$ cat src/rtl/rom_fetch_streamer_pkg.sv
// -----------------------------------------------------------------------------
// rom_fetch_pkg
// Shared types for the ROM fetch streamer: the controller state encoding and a
// saturating increment used by the optional statistics counters.
// The FIFO entry struct depends on the streamer's width parameters, so it is
// declared inside rom_fetch_streamer using that module's localparams.
// No ports (package).
// -----------------------------------------------------------------------------
package rom_fetch_pkg;

    typedef enum logic {
        IDLE = 1'b0,
        RUN  = 1'b1
    } state_t;

    // Counters stick at all-ones instead of wrapping back to zero.
    function automatic logic [31:0] sat_inc(input logic [31:0] value);
        return (value == 32'hFFFF_FFFF) ? value : value + 32'd1;
    endfunction

endpackage

$ cat src/rtl/rom_fetch_streamer_if.sv
// -----------------------------------------------------------------------------
// rom_fetch_streamer_if
// Bundles the command, ROM and stream signals of the ROM fetch streamer.
//   command : start, start_addr, length, abort
//   ROM     : rom_addr (to ROM), rom_data (from ROM, 1-cycle read latency)
//   stream  : out_valid, out_data, out_addr, out_ready
//   status  : busy, done
// Modports:
//   master - the streamer itself
//   slave  - the environment (command source, ROM model, stream consumer)
// -----------------------------------------------------------------------------
interface rom_fetch_streamer_if #(
    parameter int DATA_SIZE  = 1,
    parameter int ADDR_WIDTH = 8
);
    localparam int DATA_WIDTH = 8 * DATA_SIZE;

    logic                  start;
    logic [ADDR_WIDTH-1:0] start_addr;
    logic [ADDR_WIDTH:0]   length;
    logic                  abort;

    logic [ADDR_WIDTH-1:0] rom_addr;
    logic [DATA_WIDTH-1:0] rom_data;

    logic                  out_valid;
    logic [DATA_WIDTH-1:0] out_data;
    logic [ADDR_WIDTH-1:0] out_addr;
    logic                  out_ready;

    logic                  busy;
    logic                  done;

    modport master (
        input  start, start_addr, length, abort, rom_data, out_ready,
        output rom_addr, out_valid, out_data, out_addr, busy, done
    );

    modport slave (
        output start, start_addr, length, abort, rom_data, out_ready,
        input  rom_addr, out_valid, out_data, out_addr, busy, done
    );

endinterface

$ cat src/rtl/rom_fetch_streamer_fifo.sv
// -----------------------------------------------------------------------------
// rom_fetch_fifo
// Small synchronous FIFO holding ROM responses until the consumer takes them.
// Ports:
//   clk, rst_n      clock, asynchronous active-low reset
//   push, push_data write one entry (ignored when full and not popping)
//   pop             remove the head entry (ignored when empty)
//   flush           discard all entries; dominates push and pop
//   count           number of stored entries (0..DEPTH)
//   head_valid      FIFO not empty
//   head_data       oldest entry, read from registered storage and pointer
// DEPTH must be a power of two so the pointers wrap naturally.
// -----------------------------------------------------------------------------
module rom_fetch_fifo #(
    parameter int WIDTH = 16,
    parameter int DEPTH = 4
) (
    input  logic                     clk,
    input  logic                     rst_n,
    input  logic                     push,
    input  logic [WIDTH-1:0]         push_data,
    input  logic                     pop,
    input  logic                     flush,
    output logic [$clog2(DEPTH):0]   count,
    output logic                     head_valid,
    output logic [WIDTH-1:0]         head_data
);
    localparam int PTR_WIDTH = $clog2(DEPTH);
    localparam int CNT_WIDTH = PTR_WIDTH + 1;

    logic [WIDTH-1:0]     mem [DEPTH];
    logic [PTR_WIDTH-1:0] rd_ptr;
    logic [PTR_WIDTH-1:0] wr_ptr;
    logic                 do_push;
    logic                 do_pop;

    assign do_pop     = pop && (count != '0);
    assign do_push    = push && ((count != CNT_WIDTH'(DEPTH)) || do_pop);
    assign head_valid = (count != '0);
    assign head_data  = mem[rd_ptr];

    // Storage is cleared on reset so the head reads as zero out of reset.
    always_ff @(posedge clk or negedge rst_n) begin
        if (!rst_n) begin
            for (int i = 0; i < DEPTH; i++) begin
                mem[i] <= '0;
            end
            rd_ptr <= '0;
            wr_ptr <= '0;
            count  <= '0;
        end else if (flush) begin
            rd_ptr <= '0;
            wr_ptr <= '0;
            count  <= '0;
        end else begin
            if (do_push) begin
                mem[wr_ptr] <= push_data;
                wr_ptr      <= wr_ptr + PTR_WIDTH'(1);
            end
            if (do_pop) begin
                rd_ptr <= rd_ptr + PTR_WIDTH'(1);
            end
            if (do_push && !do_pop) begin
                count <= count + CNT_WIDTH'(1);
            end else if (!do_push && do_pop) begin
                count <= count - CNT_WIDTH'(1);
            end
        end
    end

endmodule

$ cat src/rtl/rom_fetch_streamer.sv
// -----------------------------------------------------------------------------
// rom_fetch_streamer
// Walks a block of consecutive ROM addresses, captures the 1-cycle-latency
// read data into a small FIFO and presents it as a valid/ready stream tagged
// with the address each word came from. Reads are only issued when the FIFO
// plus the outstanding read still has room, so backpressure never drops data.
// Ports:
//   clk, rst_n     clock, asynchronous active-low reset
//   bus (master)   start/start_addr/length/abort command, rom_addr/rom_data,
//                  out_valid/out_data/out_addr/out_ready stream, busy, done
//   stat_words     accepted-word count (only with ROM_FETCH_STATS_EN)
//   stat_stall     cycles with out_valid && !out_ready (only with
//                  ROM_FETCH_STATS_EN)
// Optional feature macro: ROM_FETCH_STATS_EN
// -----------------------------------------------------------------------------
module rom_fetch_streamer
    import rom_fetch_pkg::*;
#(
    parameter int DATA_SIZE  = 1,
    parameter int ADDR_WIDTH = 8,
    parameter int FIFO_DEPTH = 4
) (
    input  logic                 clk,
    input  logic                 rst_n,
    rom_fetch_streamer_if.master bus
`ifdef ROM_FETCH_STATS_EN
    ,
    output logic [31:0]          stat_words,
    output logic [31:0]          stat_stall
`endif
);
    localparam int DATA_WIDTH = 8 * DATA_SIZE;
    localparam int LEN_WIDTH  = ADDR_WIDTH + 1;
    localparam int CNT_WIDTH  = $clog2(FIFO_DEPTH) + 1;

    typedef struct packed {
        logic [DATA_WIDTH-1:0] data;
        logic [ADDR_WIDTH-1:0] addr;
    } fifo_entry_t;

    state_t                state;
    state_t                state_next;
    logic [ADDR_WIDTH-1:0] pc;
    logic [ADDR_WIDTH-1:0] tag;
    logic [LEN_WIDTH-1:0]  issue_left;
    logic [LEN_WIDTH-1:0]  deliver_left;
    logic                  inflight;
    logic                  done_q;
    logic [CNT_WIDTH-1:0]  fifo_count;
    logic                  head_valid;
    fifo_entry_t           push_entry;
    fifo_entry_t           head_entry;

    logic load;
    logic flush;
    logic issue;
    logic push;
    logic pop;
    logic last_pop;
    logic done_next;

    // A start always cancels whatever is running (even alongside abort);
    // a zero-length start never enters RUN and only produces a done pulse.
    assign load      = bus.start && (bus.length != '0);
    assign flush     = bus.start || (bus.abort && state == RUN);
    assign pop       = head_valid && bus.out_ready;
    assign last_pop  = (state == RUN) && pop && (deliver_left == LEN_WIDTH'(1));
    assign done_next = (bus.start && bus.length == '0) || (last_pop && !flush);

    // Credit check: stored words plus the read still in the ROM pipeline must
    // leave a free slot. A pop in this cycle is deliberately not counted.
    assign issue = (state == RUN) && !flush && (issue_left != '0) &&
                   ((32'(fifo_count) + 32'(inflight)) < 32'(FIFO_DEPTH));

    // The response of a squashed read is dropped rather than buffered.
    assign push = inflight && !flush;

    assign push_entry.data = bus.rom_data;
    assign push_entry.addr = tag;

    rom_fetch_fifo #(
        .WIDTH (DATA_WIDTH + ADDR_WIDTH),
        .DEPTH (FIFO_DEPTH)
    ) u_fifo (
        .clk        (clk),
        .rst_n      (rst_n),
        .push       (push),
        .push_data  (push_entry),
        .pop        (pop),
        .flush      (flush),
        .count      (fifo_count),
        .head_valid (head_valid),
        .head_data  (head_entry)
    );

    always_ff @(posedge clk or negedge rst_n) begin
        if (!rst_n) begin
            state <= IDLE;
        end else begin
            state <= state_next;
        end
    end

    always_comb begin
        state_next = state;
        case (state)
            IDLE: begin
                if (load) begin
                    state_next = RUN;
                end
            end
            RUN: begin
                if (load) begin
                    state_next = RUN;
                end else if (flush || last_pop) begin
                    state_next = IDLE;
                end
            end
            default: state_next = IDLE;
        endcase
    end

    // Address counter, remaining-word counters and the one-deep read pipeline.
    always_ff @(posedge clk or negedge rst_n) begin
        if (!rst_n) begin
            pc           <= '0;
            tag          <= '0;
            issue_left   <= '0;
            deliver_left <= '0;
            inflight     <= 1'b0;
            done_q       <= 1'b0;
        end else begin
            done_q   <= done_next;
            inflight <= issue;
            if (issue) begin
                tag        <= pc;
                pc         <= pc + ADDR_WIDTH'(1);
                issue_left <= issue_left - LEN_WIDTH'(1);
            end
            if (load) begin
                pc           <= bus.start_addr;
                issue_left   <= bus.length;
                deliver_left <= bus.length;
            end else if (pop) begin
                deliver_left <= deliver_left - LEN_WIDTH'(1);
            end
        end
    end

    assign bus.rom_addr  = pc;
    assign bus.out_valid = head_valid;
    assign bus.out_data  = head_entry.data;
    assign bus.out_addr  = head_entry.addr;
    assign bus.busy      = (state == RUN);
    assign bus.done      = done_q;

`ifdef ROM_FETCH_STATS_EN
    // Statistics survive aborts and restarts; only reset clears them.
    always_ff @(posedge clk or negedge rst_n) begin
        if (!rst_n) begin
            stat_words <= '0;
            stat_stall <= '0;
        end else begin
            if (pop) begin
                stat_words <= sat_inc(stat_words);
            end
            if (head_valid && !bus.out_ready) begin
                stat_stall <= sat_inc(stat_stall);
            end
        end
    end
`endif

endmodule
$ cat src/flat_wrapper.sv
// flat-port wrapper written by rule: the top's interface ports become plain ports
module rom_fetch_streamer_flat import rom_fetch_pkg::*;
#(
    parameter int DATA_SIZE  = 1,
    parameter int ADDR_WIDTH = 8,
    parameter int FIFO_DEPTH = 4
)
  (clk, rst_n, bus_start, bus_start_addr, bus_length, bus_abort, bus_rom_data, bus_out_ready, bus_rom_addr, bus_out_valid, bus_out_data, bus_out_addr, bus_busy, bus_done);
  rom_fetch_streamer_if #(.DATA_SIZE(DATA_SIZE), .ADDR_WIDTH(ADDR_WIDTH)) bus_i ();
  input  logic clk;
  input  logic rst_n;
  input wire logic [$bits(bus_i.start)-1:0] bus_start;
  input wire logic [$bits(bus_i.start_addr)-1:0] bus_start_addr;
  input wire logic [$bits(bus_i.length)-1:0] bus_length;
  input wire logic [$bits(bus_i.abort)-1:0] bus_abort;
  input wire logic [$bits(bus_i.rom_data)-1:0] bus_rom_data;
  input wire logic [$bits(bus_i.out_ready)-1:0] bus_out_ready;
  output wire logic [$bits(bus_i.rom_addr)-1:0] bus_rom_addr;
  output wire logic [$bits(bus_i.out_valid)-1:0] bus_out_valid;
  output wire logic [$bits(bus_i.out_data)-1:0] bus_out_data;
  output wire logic [$bits(bus_i.out_addr)-1:0] bus_out_addr;
  output wire logic [$bits(bus_i.busy)-1:0] bus_busy;
  output wire logic [$bits(bus_i.done)-1:0] bus_done;
  assign bus_i.start = bus_start;
  assign bus_i.start_addr = bus_start_addr;
  assign bus_i.length = bus_length;
  assign bus_i.abort = bus_abort;
  assign bus_i.rom_data = bus_rom_data;
  assign bus_i.out_ready = bus_out_ready;
  assign bus_rom_addr = bus_i.rom_addr;
  assign bus_out_valid = bus_i.out_valid;
  assign bus_out_data = bus_i.out_data;
  assign bus_out_addr = bus_i.out_addr;
  assign bus_busy = bus_i.busy;
  assign bus_done = bus_i.done;
  rom_fetch_streamer #(.DATA_SIZE(DATA_SIZE), .ADDR_WIDTH(ADDR_WIDTH), .FIFO_DEPTH(FIFO_DEPTH)) u_core (.clk(clk), .rst_n(rst_n), .bus(bus_i));
endmodule
$ cat config.mk
export PLATFORM = sky130hd
export DESIGN_NAME = rom_fetch_streamer_flat
export DESIGN_NICKNAME = d
export VERILOG_FILES = /design/src/rtl/rom_fetch_streamer_pkg.sv /design/src/rtl/rom_fetch_streamer_if.sv /design/src/rtl/rom_fetch_streamer_fifo.sv /design/src/rtl/rom_fetch_streamer.sv /design/src/flat_wrapper.sv
export SDC_FILE = /design/constraint.sdc
export NUM_CORES = 1
export LEC_CHECK = 0
export CORE_MARGIN = 5
export CORE_UTILIZATION = 50
export CTS_BUF_LIST = sky130_fd_sc_hd__clkbuf_4
export DETAILED_ROUTE_END_ITERATION = 8
export GPL_TIMING_DRIVEN = 0
export PLACE_DENSITY = 0.72
export SYNTH_ARGS = -nofsm -noshare
export SYNTH_HDL_FRONTEND = slang
export SYNTH_HIERARCHICAL = 1
export SYNTH_SLANG_ARGS = --single-unit
export TNS_END_PERCENT = 5
$ cat constraint.sdc
create_clock -name clk -period 4 [get_ports clk]
set_input_delay 0.6 -clock clk [delete_from_list [all_inputs] [get_ports clk]]
set_output_delay 0.6 -clock clk [all_outputs]
set_load 0.005 [all_outputs]
==> impl_metrics.toml <==
[yosys]
synth-warning-count = 6
synth_fa_ha_area_frac = 0.0216
synth_top_family_by_area = "multiplexers"
ys_ff_latch = 108
synth_cell_types = 59
synth-main-ff-cell = "dfrtp_1"
ys_async_sr_fraction = 1.00
synth_edf_count = 0
synth-xor-area-share = 0.0204
ys_seq_area_frac = 0.485
synth-compound-area-share = 0.0858
synthMuxAreaShare = 0.238
syn_area_um2 = 5570
synthSimpleGateAreaFrac = 0.105
syn-num-nets = 457
synth_cells = 418
avgSynthCellArea_um2 = 13.3

[global_route]
grt_max_degree = 61
grt_pass1_wl_um = 19700
use_met3 = 0.0470
track_usage = 0.188
grt_use_met2 = 0.315
grt_pass1_vias = 3794
antenna_found_initial = 0
overflow = 0
use_met1 = 0.249
grt.busiest_layer = "met2"

[cts]
cts_resized = 0
path_clk_slew_ns = 0.16
ctsHoldBuffers = 0
clkLatencyLatePin_ns = 0.48
cts_buffers = 9
cts_tree = "yes"
cts.sink_count = 108
clockBufferDepth = 2
cts_root_buffer = "clkbuf_4"
post_cts_buffers = 0
h-tree-depth = 3

[min_path]
worstHoldPathType = "in -> async"

[power]
leakage_uw = 0.00298
power.switching_uw = 628
power.share.switching = 0.266
power_frac_comb = 0.191
power_density_nw_per_um2 = 364
ir_drop_uv = 221
seqPwrFrac = 0.543
intPower_uw = 1730
clkPwrFrac = 0.265

[layout]
antennaDiodeCount = 0
nets = 525
final_common_cell = "dfrtp_1"
fin_cells = 631
area_growth_syn_to_layout_pct = 16.6
layout_common_cells = "dfrtp_1, clkdlybuf4s50_1, mux2_4"
layout-drive-gt1-share = 0.275
final_cell_area_um2 = 6500

[drt]
viasPerCell = 5.88
route.detailed.drc = 0
vias = 3713
routedWlPerCell_um = 18.5
wl_um = 11700
drtIter0Drc = 234
dr.pass1.iters = 4
final_antenna_net_count = 0

[sta]
setup_viol = 0
finClkSkew_ns = 0.0157
worstMarginPinSlew_ns = 0.805
slew_headroom = 0.463
hold_violations = 0
slew_viol_final = 0
fmax_mhz = 297
rsz0062_at_grt = "false"
min_period_ns = 3.36
period_share = 0.840

[setup_path]
path_buf_inv = 3
crit_path_start_kind = "flip-flop"
crit_chain = "clkbuf_1 -> clkbuf_1 -> mux4_2 -> clkdlybuf4s50_1"
slowest_delay_ns = 0.58
path_max_fanout = 10
cp-end-kind = "output pin"
critPathKind = "reg -> out"
cp_slowest_cell = "clkbuf_1"
crit_family = "buffers and inverters"
critPathMostFrequentCell = "clkbuf_1"
critPathArrivalTime_ns = 2.76
cp.required_ns = 3.40
ff2ff_setup_slack_ns = 0.98

[floorplan]
die_area_um2 = 13400
start_util = 0.512
io_pins = 57
die_y_um = 116
core-area_um2 = 10900
row_count = 38
die-width_um = 116

[flow_run]
maxCapViolations = 0

[run_status]
status = "finished, final reports clean"

[place]
port_buffers = 56
placed_cell_area_um2 = 6330
gp_congestion = 0.837
dp_hpwl_um = 8190
dp_cells = 615
routing by layer:
layer,share of wire,wire [um]
met5,0,0
met4,0.010,119
met3,0.050,588
met2,0.50,5870
met1,0.44,5110
through the flow:
| step | total power (uW) | setup TNS (ns) | util | hold WS [ns] | setup slack (ns) |
|---|---|---|---|---|---|
| finish | 2360 | 0 | 0.597 | 0.183 | 0.638 |
| global route | 2490 | 0 | 0.597 | 0.221 | 0.508 |
| CTS | 2400 | 0 | 0.597 | 0.185 | 0.592 |
| detailed placement | 1760 | 0 | 0.582 | 0.488 | 0.851 |
| global placement | 1740 | -184.05 | 0.579 | 0.483 | -1.71 |
| floorplan | 1520 | 0 | - | 0.304 | 1.23 |
worst reg2reg max path, cell delays in order, from the launching register on:
cell and delay, ns:
dfrtp_1 0.45, buf_6 0.15, or3_2 0.50, nand2_1 0.25, inv_1 0.07, buf_2 0.17
or4b_4 0.49, buf_6 0.16, nand4b_4 0.19, buf_12 0.18, mux2_4 0.31
state kept, by name, indices dropped and copies added (netlist names):
signal                cells
u_core/u_fifo/count       3
u_core/u_fifo/rd_ptr      2
u_core/deliver_left       9
u_core/issue_left         9
u_core/u_fifo/mem        64
u_core/u_fifo/wr_ptr      2
u_core/inflight           1
u_core/bus.busy           1
u_core/bus.done           1
u_core/tag                8
u_core/bus.rom_addr       8
power groups by stage:
stage               clock network (uW)  logic, uW  registers, uW
floorplan                            0        245           1270
global placement                     0        441           1300
detailed placement                   0        457           1300
CTS                                657        458           1280
global route                       695        496           1300
finish                             627        452           1280
cell type report:
cell class              count  area, um^2
plain buffers              23         181
clock inverters             7        98.8
multi-input cells         270        2620
fillers                   897        4390
inverters                  17        63.8
well taps                 140         175
clock buffers               9        67.6
flip-flops and latches    108        2700
repair buffers             57         586
cell usage after synthesis, drive strengths merged (8+ instances only):
| cell type | number | share of area |
|---|---|---|
| mux2 | 71 | 0.17 |
| inv | 17 | 0.011 |
| dfrtp | 108 | 0.49 |
| mux4 | 16 | 0.065 |
| nor4 | 8 | 0.0090 |
| xnor2 | 10 | 0.016 |
| o21ai | 21 | 0.019 |
| nand2 | 19 | 0.013 |
| buf | 16 | 0.028 |
| nor2 | 19 | 0.013 |
| ha | 8 | 0.018 |
cell families (layout without fill, tap and decap cells):
family | count (synthesis) | count (layout)
AOI/OAI and AO/OA | 66 | 66
xor gates and xnor gates | 13 | 13
adders and majority gates | 9 | 9
DFF | 108 | 108
muxes | 87 | 87
and+or+nand+nor | 95 | 95
buffers and inverters | 40 | 113
worst paths after layout:
kind	from	end	cells after the start
hold / removal	rst_n	u_core/u_fifo/mem[49]	1
setup reg to reg	u_core/u_fifo/count[0]	u_core/u_fifo/mem[56]	10
hold reg to reg	u_core/u_fifo/mem[18]	u_core/u_fifo/mem[18]	1
setup / recovery	u_core/u_fifo/rd_ptr[1]	bus_out_addr[7]	4
min in group clk	u_core/u_fifo/mem[18]	u_core/u_fifo/mem[18]	1
max in group asynchronous	rst_n	u_core/u_fifo/count[0]	2
(Power assumes the default switching activity.)
